==> src/rtl/mips_pkg.sv <==
// Shared opcode/funct/ALU constants, state encoding and opcode classification.
// Purely declarative; no latency.
// No flow control.
package mips_pkg;

   // Opcodes from IR[31:26]
   localparam logic [5:0] OP_R     = 6'b000000;
   localparam logic [5:0] OP_LW    = 6'b100011;
   localparam logic [5:0] OP_SW    = 6'b101011;
   localparam logic [5:0] OP_BEQ   = 6'b000100;
   localparam logic [5:0] OP_J     = 6'b000010;
   localparam logic [5:0] OP_ADDIU = 6'b001001;

   // R-type funct codes from IR[5:0]
   localparam logic [5:0] FN_ADD  = 6'b100000;
   localparam logic [5:0] FN_ADDU = 6'b100001;
   localparam logic [5:0] FN_SUB  = 6'b100010;
   localparam logic [5:0] FN_SUBU = 6'b100011;
   localparam logic [5:0] FN_AND  = 6'b100100;
   localparam logic [5:0] FN_OR   = 6'b100101;
   localparam logic [5:0] FN_SLT  = 6'b101010;

   // ALU operation codes
   localparam logic [3:0] ALU_AND = 4'b0000;
   localparam logic [3:0] ALU_OR  = 4'b0001;
   localparam logic [3:0] ALU_ADD = 4'b0010;
   localparam logic [3:0] ALU_SUB = 4'b0110;
   localparam logic [3:0] ALU_SLT = 4'b0111;

   // PC source select
   localparam logic [1:0] PC_SRC_INC = 2'd0;
   localparam logic [1:0] PC_SRC_BR  = 2'd1;
   localparam logic [1:0] PC_SRC_JMP = 2'd2;

   typedef enum logic [2:0] {ST_IF, ST_ID, ST_EX, ST_MEM, ST_WB} state_t;

   typedef enum logic [2:0] {CLS_R, CLS_LW, CLS_SW, CLS_ADDIU, CLS_BEQ, CLS_J, CLS_ILL} op_cls_t;

   // Collapse the raw opcode into the instruction class the sequencer cares about
   function automatic op_cls_t op_class(input logic [5:0] op);
      op_cls_t cls;
      case (op)
         OP_R:     cls = CLS_R;
         OP_LW:    cls = CLS_LW;
         OP_SW:    cls = CLS_SW;
         OP_ADDIU: cls = CLS_ADDIU;
         OP_BEQ:   cls = CLS_BEQ;
         OP_J:     cls = CLS_J;
         default:  cls = CLS_ILL;
      endcase
      return cls;
   endfunction

endpackage

==> src/rtl/multicycle_ctrl_if.sv <==
// Shared instruction/data memory port between sequencer and memory.
// Request held until the cycle the memory acks it.
// Memory stalls the sequencer simply by withholding mem_ack.
interface multicycle_ctrl_if;
   logic mem_req;
   logic mem_ren;
   logic mem_wen;
   logic mem_iord;
   logic mem_ack;

   modport master (output mem_req, output mem_ren, output mem_wen, output mem_iord, input mem_ack);
   modport slave  (input mem_req, input mem_ren, input mem_wen, input mem_iord, output mem_ack);
endinterface

==> src/rtl/multicycle_ctrl_alu_dec.sv <==
// Maps instruction class + funct to an ALU op code and a legality flag.
// Combinational, zero latency.
// No flow control.
module alu_dec
   import mips_pkg::*;
(
   input  op_cls_t    i_cls,
   input  logic [5:0] i_funct,
   output logic [3:0] o_alu,
   output logic       o_legal
);

   // Address arithmetic adds, beq compares by subtraction, R-type follows funct
   always_comb begin
      o_alu   = ALU_ADD;
      o_legal = 1'b1;
      case (i_cls)
         CLS_BEQ: o_alu = ALU_SUB;
         CLS_ILL: o_legal = 1'b0;
         CLS_R: begin
            case (i_funct)
               FN_ADD, FN_ADDU: o_alu = ALU_ADD;
               FN_SUB, FN_SUBU: o_alu = ALU_SUB;
               FN_AND:          o_alu = ALU_AND;
               FN_OR:           o_alu = ALU_OR;
               FN_SLT:          o_alu = ALU_SLT;
               default:         o_legal = 1'b0;
            endcase
         end
         default: o_alu = ALU_ADD;
      endcase
   end

endmodule

==> src/rtl/multicycle_ctrl.sv <==
// Multi-cycle IF/ID/EX/MEM/WB sequencer driving datapath enables for the MIPS subset.
// Latency (zero-wait memory): j=2, beq=3, R/addiu/sw=4, lw=5 cycles.
// Stalls in IF/MEM until mem_ack; abandons the access after TIMEOUT wait cycles.
module multicycle_ctrl
   import mips_pkg::*;
#(
   parameter int TIMEOUT = 16
) (
   input  logic              clk,
   input  logic              rst,
   input  logic [5:0]        ct_inst,
   input  logic [5:0]        aluct_inst,
   input  logic              alu_zero,
   multicycle_ctrl_if.master mem,
   output logic              ir_wen,
   output logic              pc_wen,
   output logic [1:0]        pc_src,
   output logic              ct_rf_wen,
   output logic              ct_rf_dst,
   output logic              ct_data_rf,
   output logic              ct_alu_src,
   output logic [3:0]        ct_alu,
   output logic              bus_err,
   output logic              ill_inst
);

   localparam int              CNT_W = $clog2(TIMEOUT + 1);
   localparam logic [CNT_W-1:0] W_TO = CNT_W'(TIMEOUT);

   state_t           r_state;
   state_t           w_state_nxt;
   logic [CNT_W-1:0] r_wait_cnt;
   logic [CNT_W-1:0] w_wait_nxt;
   logic             r_bus_err;

   op_cls_t          w_cls;
   logic [3:0]       w_alu_dec;
   logic             w_legal;
   logic             w_timed_out;
   logic             w_imm_op;

   logic             w_req, w_ren, w_wen, w_iord, w_ir_wen, w_pc_wen;
   logic [1:0]       w_pc_src;
   logic             w_rf_wen, w_rf_dst, w_data_rf, w_alu_src, w_ill;
   logic [3:0]       w_alu;

   assign w_cls       = op_class(ct_inst);
   assign w_timed_out = (r_wait_cnt == W_TO);
   assign w_imm_op    = (w_cls == CLS_LW) || (w_cls == CLS_SW) || (w_cls == CLS_ADDIU);

   alu_dec u_alu_dec (
      .i_cls   (w_cls),
      .i_funct (aluct_inst),
      .o_alu   (w_alu_dec),
      .o_legal (w_legal)
   );

   // State, wait counter and sticky bus error; bus_err rises on the edge the counter hits TIMEOUT
   always_ff @(posedge clk or negedge rst) begin
      if (!rst) begin
         r_state    <= ST_IF;
         r_wait_cnt <= '0;
         r_bus_err  <= 1'b0;
      end else begin
         r_state    <= w_state_nxt;
         r_wait_cnt <= w_wait_nxt;
         if (w_wait_nxt == W_TO) begin
            r_bus_err <= 1'b1;
         end
      end
   end

   // Next state and datapath controls; a timed-out cycle drops the request and returns to IF
   always_comb begin
      w_state_nxt = r_state;
      w_wait_nxt  = '0;
      w_req       = 1'b0;
      w_ren       = 1'b0;
      w_wen       = 1'b0;
      w_iord      = 1'b0;
      w_ir_wen    = 1'b0;
      w_pc_wen    = 1'b0;
      w_pc_src    = PC_SRC_INC;
      w_rf_wen    = 1'b0;
      w_rf_dst    = 1'b0;
      w_data_rf   = 1'b0;
      w_alu_src   = 1'b0;
      w_alu       = ALU_AND;
      w_ill       = 1'b0;
      case (r_state)
         ST_IF: begin
            if (w_timed_out) begin
               w_state_nxt = ST_IF;
            end else begin
               w_req = 1'b1;
               w_ren = 1'b1;
               if (mem.mem_ack) begin
                  w_ir_wen    = 1'b1;
                  w_pc_wen    = 1'b1;
                  w_state_nxt = ST_ID;
               end else begin
                  w_wait_nxt = r_wait_cnt + CNT_W'(1);
               end
            end
         end
         ST_ID: begin
            if (!w_legal) begin
               w_ill       = 1'b1;
               w_state_nxt = ST_IF;
            end else if (w_cls == CLS_J) begin
               w_pc_wen    = 1'b1;
               w_pc_src    = PC_SRC_JMP;
               w_state_nxt = ST_IF;
            end else begin
               w_state_nxt = ST_EX;
            end
         end
         ST_EX: begin
            w_alu     = w_alu_dec;
            w_alu_src = w_imm_op;
            case (w_cls)
               CLS_BEQ: begin
                  w_pc_wen    = alu_zero;
                  w_pc_src    = PC_SRC_BR;
                  w_state_nxt = ST_IF;
               end
               CLS_LW, CLS_SW: w_state_nxt = ST_MEM;
               default:        w_state_nxt = ST_WB;
            endcase
         end
         ST_MEM: begin
            if (w_timed_out) begin
               w_state_nxt = ST_IF;
            end else begin
               w_req  = 1'b1;
               w_iord = 1'b1;
               w_ren  = (w_cls == CLS_LW);
               w_wen  = (w_cls == CLS_SW);
               if (mem.mem_ack) begin
                  w_state_nxt = (w_cls == CLS_SW) ? ST_IF : ST_WB;
               end else begin
                  w_wait_nxt = r_wait_cnt + CNT_W'(1);
               end
            end
         end
         ST_WB: begin
            w_rf_wen    = 1'b1;
            w_rf_dst    = (w_cls == CLS_R);
            w_data_rf   = (w_cls == CLS_LW);
            w_state_nxt = ST_IF;
         end
         default: w_state_nxt = ST_IF;
      endcase
   end

   // Reset forces every control low immediately, independent of the clock
   assign mem.mem_req  = rst & w_req;
   assign mem.mem_ren  = rst & w_ren;
   assign mem.mem_wen  = rst & w_wen;
   assign mem.mem_iord = rst & w_iord;
   assign ir_wen       = rst & w_ir_wen;
   assign pc_wen       = rst & w_pc_wen;
   assign pc_src       = rst ? w_pc_src : 2'b00;
   assign ct_rf_wen    = rst & w_rf_wen;
   assign ct_rf_dst    = rst & w_rf_dst;
   assign ct_data_rf   = rst & w_data_rf;
   assign ct_alu_src   = rst & w_alu_src;
   assign ct_alu       = rst ? w_alu : 4'b0000;
   assign ill_inst     = rst & w_ill;
   assign bus_err      = r_bus_err;

endmodule
==> src/flat_wrapper.sv <==
// flat-port wrapper written by rule: the top's interface ports become plain ports
module multicycle_ctrl_flat import mips_pkg::*;
#(
   parameter int TIMEOUT = 16
)
  (clk, rst, ct_inst, aluct_inst, alu_zero, ir_wen, pc_wen, pc_src, ct_rf_wen, ct_rf_dst, ct_data_rf, ct_alu_src, ct_alu, bus_err, ill_inst, mem_mem_req, mem_mem_ren, mem_mem_wen, mem_mem_iord, mem_mem_ack);
  multicycle_ctrl_if mem_i ();
  input  logic clk;
  input  logic rst;
  input  logic [5:0] ct_inst;
  input  logic [5:0] aluct_inst;
  input  logic alu_zero;
  output logic ir_wen;
  output logic pc_wen;
  output logic [1:0] pc_src;
  output logic ct_rf_wen;
  output logic ct_rf_dst;
  output logic ct_data_rf;
  output logic ct_alu_src;
  output logic [3:0] ct_alu;
  output logic bus_err;
  output logic ill_inst;
  output wire logic [$bits(mem_i.mem_req)-1:0] mem_mem_req;
  output wire logic [$bits(mem_i.mem_ren)-1:0] mem_mem_ren;
  output wire logic [$bits(mem_i.mem_wen)-1:0] mem_mem_wen;
  output wire logic [$bits(mem_i.mem_iord)-1:0] mem_mem_iord;
  input wire logic [$bits(mem_i.mem_ack)-1:0] mem_mem_ack;
  assign mem_mem_req = mem_i.mem_req;
  assign mem_mem_ren = mem_i.mem_ren;
  assign mem_mem_wen = mem_i.mem_wen;
  assign mem_mem_iord = mem_i.mem_iord;
  assign mem_i.mem_ack = mem_mem_ack;
  multicycle_ctrl #(.TIMEOUT(TIMEOUT)) u_core (.clk(clk), .rst(rst), .ct_inst(ct_inst), .aluct_inst(aluct_inst), .alu_zero(alu_zero), .mem(mem_i), .ir_wen(ir_wen), .pc_wen(pc_wen), .pc_src(pc_src), .ct_rf_wen(ct_rf_wen), .ct_rf_dst(ct_rf_dst), .ct_data_rf(ct_data_rf), .ct_alu_src(ct_alu_src), .ct_alu(ct_alu), .bus_err(bus_err), .ill_inst(ill_inst));
endmodule
==> config.mk <==
export PLATFORM = sky130hd
export DESIGN_NAME = multicycle_ctrl_flat
export DESIGN_NICKNAME = d
export VERILOG_FILES = /design/src/rtl/mips_pkg.sv /design/src/rtl/multicycle_ctrl_if.sv /design/src/rtl/multicycle_ctrl_alu_dec.sv /design/src/rtl/multicycle_ctrl.sv /design/src/flat_wrapper.sv
export SDC_FILE = /design/constraint.sdc
export NUM_CORES = 1
export LEC_CHECK = 0
export CAP_MARGIN = 40
export CELL_PAD_IN_SITES_DETAIL_PLACEMENT = 1
export CELL_PAD_IN_SITES_GLOBAL_PLACEMENT = 2
export CORE_MARGIN = 1.5
export CORE_UTILIZATION = 25
export DETAILED_ROUTE_END_ITERATION = 8
export GPL_TIMING_DRIVEN = 0
export PLACE_DENSITY = 0.93
export SLEW_MARGIN = 30
export SYNTH_ARGS = -nofsm -noshare
export SYNTH_HDL_FRONTEND = slang
export SYNTH_SLANG_ARGS = --single-unit
export TNS_END_PERCENT = 1
==> constraint.sdc <==
create_clock -name clk -period 3.35 [get_ports clk]
set_input_delay 0.67 -clock clk [delete_from_list [all_inputs] [get_ports clk]]
set_output_delay 0.67 -clock clk [all_outputs]
set_load 0.02 [all_outputs]
After elaboration in Yosys (flattened, before gate mapping)

Index checks and enable logic that the tools add are counted.

Word-level logic and storage cells: 95
Output and inout port bits: 18
Input port bits: 16
Register bits after elaboration: 9

Bitwise logic cells: 11
Equal/unequal tests: 26
Add/sub/neg operators: 1
Muxes and demuxes: 44
Reductions and logical operators: 10

Operators with widths:

| kind                                           | number |
|---|---|
| == test 6 bit (second input constant)          | 9 |
| two-way mux 3 bit                              | 8 |
| one-hot mux 3 bit (4 select lines)             | 2 |
| two-way mux 1 bit                              | 20 |
| one-hot mux 3 bit (6 select lines)             | 1 |
| two-way mux 5 bit                              | 3 |
| == test 3 x 2 -> 1 bit (second input constant) | 4 |
| == test 3 bit (second input constant)          | 4 |
| one-hot mux 3 bit (2 select lines)             | 2 |
| AND 1 bit                                      | 11 |
| == test 5 bit (second input constant)          | 2 |
| two-way mux 2 bit                              | 4 |
| OR reduction 7 bit                             | 1 |
| == test 3 x 1 -> 1 bit (second input constant) | 2 |
| == test 6 x 2 -> 1 bit (second input constant) | 1 |
| == test 6 x 3 -> 1 bit (second input constant) | 1 |
| == test 6 x 4 -> 1 bit (second input constant) | 1 |
| zero test 3 bit                                | 2 |
| zero test 6 bit                                | 1 |
| != test 3 x 2 -> 1 bit (second input constant) | 2 |
| OR reduction 2 bit                             | 3 |
| adder 5 x 1 -> 5 bit (second input constant)   | 1 |
| one-hot mux 1 bit (2 select lines)             | 2 |
| one-hot mux 2 bit (2 select lines)             | 1 |
| 3 further kinds                                | 4 |

Logic depth before layout (Yosys ltp)

Gate-level depths: netlist of the first run.

Word-level depth: 7
Gate-level depth with buffers: 6

Cells and area by module

From an unflattened synthesis of the first run, not the netlist that was laid out.

Cell total of the unflattened synthesis: 114
Area, all modules: 895.9 µm²

By module, submodules not included:

| module          | cells each | sequential area each (µm²) | times used | area an instance (µm²) |
|---|---|---|---|---|
| multicycle_ctrl | 96         | 225.2                      | 1          | 765.7 |
| alu_dec         | 18         | 0.0                        | 1          | 130.1 |

Least setup slack after synthesis of the first run

No wires, ideal clock.

Path type: input -> output
From: input port ct_inst[2]
To: output port ct_alu_src
Required time: 2.680 ns
Setup slack: 0.537 ns
Arrival: 2.143 ns
Cell stages on the path: 5
Cells stage by stage: clkbuf_1 > or2_1 > o32ai_1 > a21oi_1 > nor4b_1

Longest elaborated chain between the ends: 7
Elaborated cells on any way between the ends: 14

RTL lines:

| item                                                                    | line                   | source |
|---|---|---|
| from (decl)                                                             | flat_wrapper.sv:10     | `input logic [5:0] ct_inst;` |
| == test 6 x 2 -> 1 bit (tied with other cells)                          | mips_pkg.sv:42         | `case (op)` |
| one-hot mux 3 bit (6 select lines) *                                    | mips_pkg.sv:42         |  |
| == test 3 x 1 -> 1 bit / == test 3 x 2 -> 1 bit (equally long branches) | multicycle_ctrl.sv:49  | `assign w_imm_op = (w_cls == CLS_LW) \|\| (w_cls == CLS_SW) \|\| (w_cls == CLS_ADDIU);` |
| logical OR 1 bit                                                        | multicycle_ctrl.sv:49  |  |
| logical OR 1 bit *                                                      | multicycle_ctrl.sv:49  |  |
| two-way mux 1 bit *                                                     | multicycle_ctrl.sv:90  | `case (r_state)` |
| AND 1 bit *                                                             | multicycle_ctrl.sv:167 | `assign ct_alu_src = rst & w_alu_src;` |
| to (decl)                                                               | flat_wrapper.sv:19     | `output logic ct_alu_src;` |

Mark *: on every way between the ends. The rest lies on a longest branch, timed or not.

Final worst setup path of the first run

From: input port ct_inst[2]
To: output port ct_alu[2]

Longest elaborated chain between the ends: 6
Elaborated cells on any way between the ends: 12

RTL lines:

| item                                                    | line                          | source |
|---|---|---|
| == test 6 x 2 -> 1 bit (tied with other cells)          | mips_pkg.sv:42                |  |
| one-hot mux 3 bit (6 select lines) *                    | mips_pkg.sv:42                |  |
| == test 3 bit / zero test 3 bit (equally long branches) | multicycle_ctrl_alu_dec.sv:17 | `case (i_cls)` |
| one-hot mux 3 bit (2 select lines) *                    | multicycle_ctrl_alu_dec.sv:17 |  |
| two-way mux 3 bit *                                     | multicycle_ctrl.sv:90         |  |
| two-way mux 3 bit *                                     | multicycle_ctrl.sv:168        | `assign ct_alu = rst ? w_alu : 4'b0000;` |
| to (decl)                                               | flat_wrapper.sv:20            | `output logic [3:0] ct_alu;` |

Marked as above.

==> results.md, run 1 <==
* Die span in y at 62.0 µm
* # rows at 21
* Nets at 165
* Layout cells sized above 1 at 13.0%
* Final hold slack at 0.247 ns
* Final setup viols at 0
* Max Clk Rate at 300 MHz
* Buffers plus inverters on the worst setup path at 3
* Largest family of logic cells by synthesized area: simple AND/OR/NAND/NOR gates
* CP Launch Type: input pin
* Post-Synth Adder-Cell Area at 2.87%
* CTS resizes at 18
* Post-synthesis async set-or-reset flop share at 100%
* Htree depth at 1
* Detail Route Antenna Nets at 0
* First DRT Iteration DRCs at 43
* WL final at 2780 µm
* Status: complete, no violations
* Input/output buffers at 31
* CTS tree: done
* Period utilization at 99.6%
* Worst-Skew Late Latency at 0.28 ns
* Max Transition Viols Final at 0
* Max IR drop VDD at 0.176 mV
* Synth top area share at 25.9%
* Reg2reg start: u_core.r_wait_cnt[1]
* WP data arrival at 2.67 ns
* Worst Setup End Kind: output port
* Post-Synth Simple-Gate Area at 40.7%
* Via Count at 961
* Mean Syn Cell Area at 7.85 µm²
* Cell depth of the worst setup path at 7
* Ranking of synthesized cells by area: dfrtp_1 (26%), nor2_1 (6.5%), inv_1 (3.9%)
* #FFs+latches synth at 9
* Syn Nets at 129
* TritonCTS Buffers at 3
* Fin cells at 192
* Worst-Margin Slew at 0.581 ns
* Largest net degree at the start of global routing at 12
* Vias in the first global route at 956
* P_leak at 0.560 nW
* Gr ovfl total at 0
* Worst path slowest cell: clkdlybuf4s50_1
* XOR/XNOR share of the synthesized area at 4.02%
* Worst reg2reg path depth at 6
* Most common cell in the netlist: nor2_1
* Routed length per instance at 14.5 µm
* First-pass GRT wire length at 4200 µm
* Worst setup path class: input pin to output port
* Max incr delay on CP at 0.42 ns
* Compound-Gate Fraction of Synth Area at 19.7%
* Post-route minimum period at 3.34 ns
* Commonest cells in the netlist: nor2_1 (15), dfrtp_1 (9), inv_1 (9), a21oi_1 (5), nand3_1 (5)
* Pwr dens at 371 mW/mm²
* Total power after layout at 0.000465 W
* Synthesized area at 871 µm²
* CP Cell Sequence: clkdlybuf4s50_1 -> buf_2 -> or2_1 -> o32ai_1 -> a21oi_2 -> o41a_1 -> dlygate4sd2_1
* Placement Cell Area at 0.00124 mm²
* Total GRT Usage at 14.6%
* Cts hold-fix bufs at 0
* Synth unique cells at 43
* Clock Tree Buf Depth at 2
* Post-CTS setup repair buffer count at 0
* Max Cap Viol at 0
* Post-route cell area at 0.00125 mm²
* HP Class: input pin to asynchronous set/reset pin
* Yosys warnings at 0
* TritonRoute pass-1 iters at 4
* Die width at 62.0 µm
* Final Skew at 0.0110 ns
* Critical path's top delay family: buffers and inverters
* Fin util at 37.6%
* Top_reg_cell synth: dfrtp_1
* RSZ-0062 raised after global routing: true
* Post-synthesis sequential area ratio at 25.9%
* Initial core utilization at 26.1%
* Post-DP HPWL at 2210 µm
* Worst Setup SP: ct_inst[2]
* Initial antenna violation count at 0
* Ant. Diodes at 0
* DRC violations left at 0
* RR Endpoint: u_core.bus_err
* Crit path capture: ct_alu[2]
* Crit-path max FO at 10
* Fin. Hold Viols at 0
* CP required at 2.68 ns
* Post-synth EDFFs at 0
* Synth Instances at 111
* Root Driver: clkbuf_4
* Drt via density at 5.01
* Yosys top cell by area: dfrtp_1
* Layout area overhead at 44.0%
* Die area at 0.00385 mm²
* Post-synthesis mux area share at 0%
* Fillers at 413
* Placer Congestion at 0.807
* Reg clk slew, reported paths at 0.07 ns
* Reg2reg setup slack at 1.43 ns
* Placed insts at 188
* CTS Sinks at 9
* IO Pins at 34
* CORE AREA at 0.00334 mm²
* Worst rel slew slack at 60.7%
==> report_power, final <==
part           switching, W  internal (W)
Clock             0.0000433     0.0000442
Sequential        0.0000198      0.000125
Combinational      0.000136     0.0000963
==> sequential cells by signal (all words and copies together) (netlist names) <==
name,count
u_core.r_state,3
u_core.r_wait_cnt,5
u_core.bus_err,1
==> layout by cell type, fill, tap and decap left out, types with 3 or more instances in the layout <==
cell type        Yosys  routed
clkdlybuf4s50_1      0      18
xor2_1               3       3
a211oi_1             3       3
a21oi_1              5       4
nor2b_1              4       3
clkbuf_4             0       3
nand3_1              5       5
nor3_1               4       3
clkbuf_1             4       3
dlygate4sd2_1        0       7
inv_1                9       9
nand2_1              4       4
nor2_1              15      15
clkbuf_2             0       4
dfrtp_1              9       9
==> worst min path at each step <==
| stage | endpoint | slack, ns | cells past startpoint |
|---|---|---|---|
| 2_1_floorplan | u_core.bus_err | 0.37 | 0 |
| 3_3_place_gp | u_core.bus_err | 0.46 | 1 |
| 3_5_place_dp | u_core.bus_err | 0.46 | 1 |
| 4_1_cts | u_core.r_wait_cnt[0] | 0.46 | 1 |
| 5_1_grt | u_core.r_wait_cnt[0] | 0.27 | 1 |
| 6_report | u_core.r_wait_cnt[0] | 0.25 | 1 |
==> layout make-up <==
cell class	count	area [µm²]	share of cell area, %
Sequential cell	9	225	18.0
Buffer	5	23.8	1.90
Clock inverter	1	5.00	0.399
Tap cell	46	57.6	4.59
Inverter	9	33.8	2.69
Multi-Input combinational cell	88	607	48.4
Timing Repair Buffer	31	279	22.3
Clock buffer	3	22.5	1.80
==> metal layers <==
layer  wire (µm)  global-route usage, %  vias to the layer above
li1            -                      -                      484
met1        1220                   17.7                      445
met2        1370                   26.8                       29
met3         159                   1.66                        3
met4          28                   4.56                        0
met5           0                      0                        -
==> cell families (layout without fill, tap and decap cells) <==
group	count (synthesis)	in the layout
compound gates	23	23
xor+xnor	4	4
fa+ha+maj	2	2
buf+inv	14	49
flops	9	9
other cells	1	1
simple gates	58	58
==> stage by stage <==
step | worst slack [ns] | setup TNS [ns]
after floorplan | 0.537 | 0
after global placement | -0.664 | -4.11
after detailed placement | -0.700 | -4.53
after CTS | -0.0373 | -0.0373
after global routing | -0.0716 | -0.142
final | 0.0138 | 0
(Power assumes the default switching activity.)
==> run 2, diff against run 1 <==
- CTS_CLUSTER_SIZE: default -> 30
==> results of run 2 <==
Final layout, timing and power as in run 1 (identical DEF).
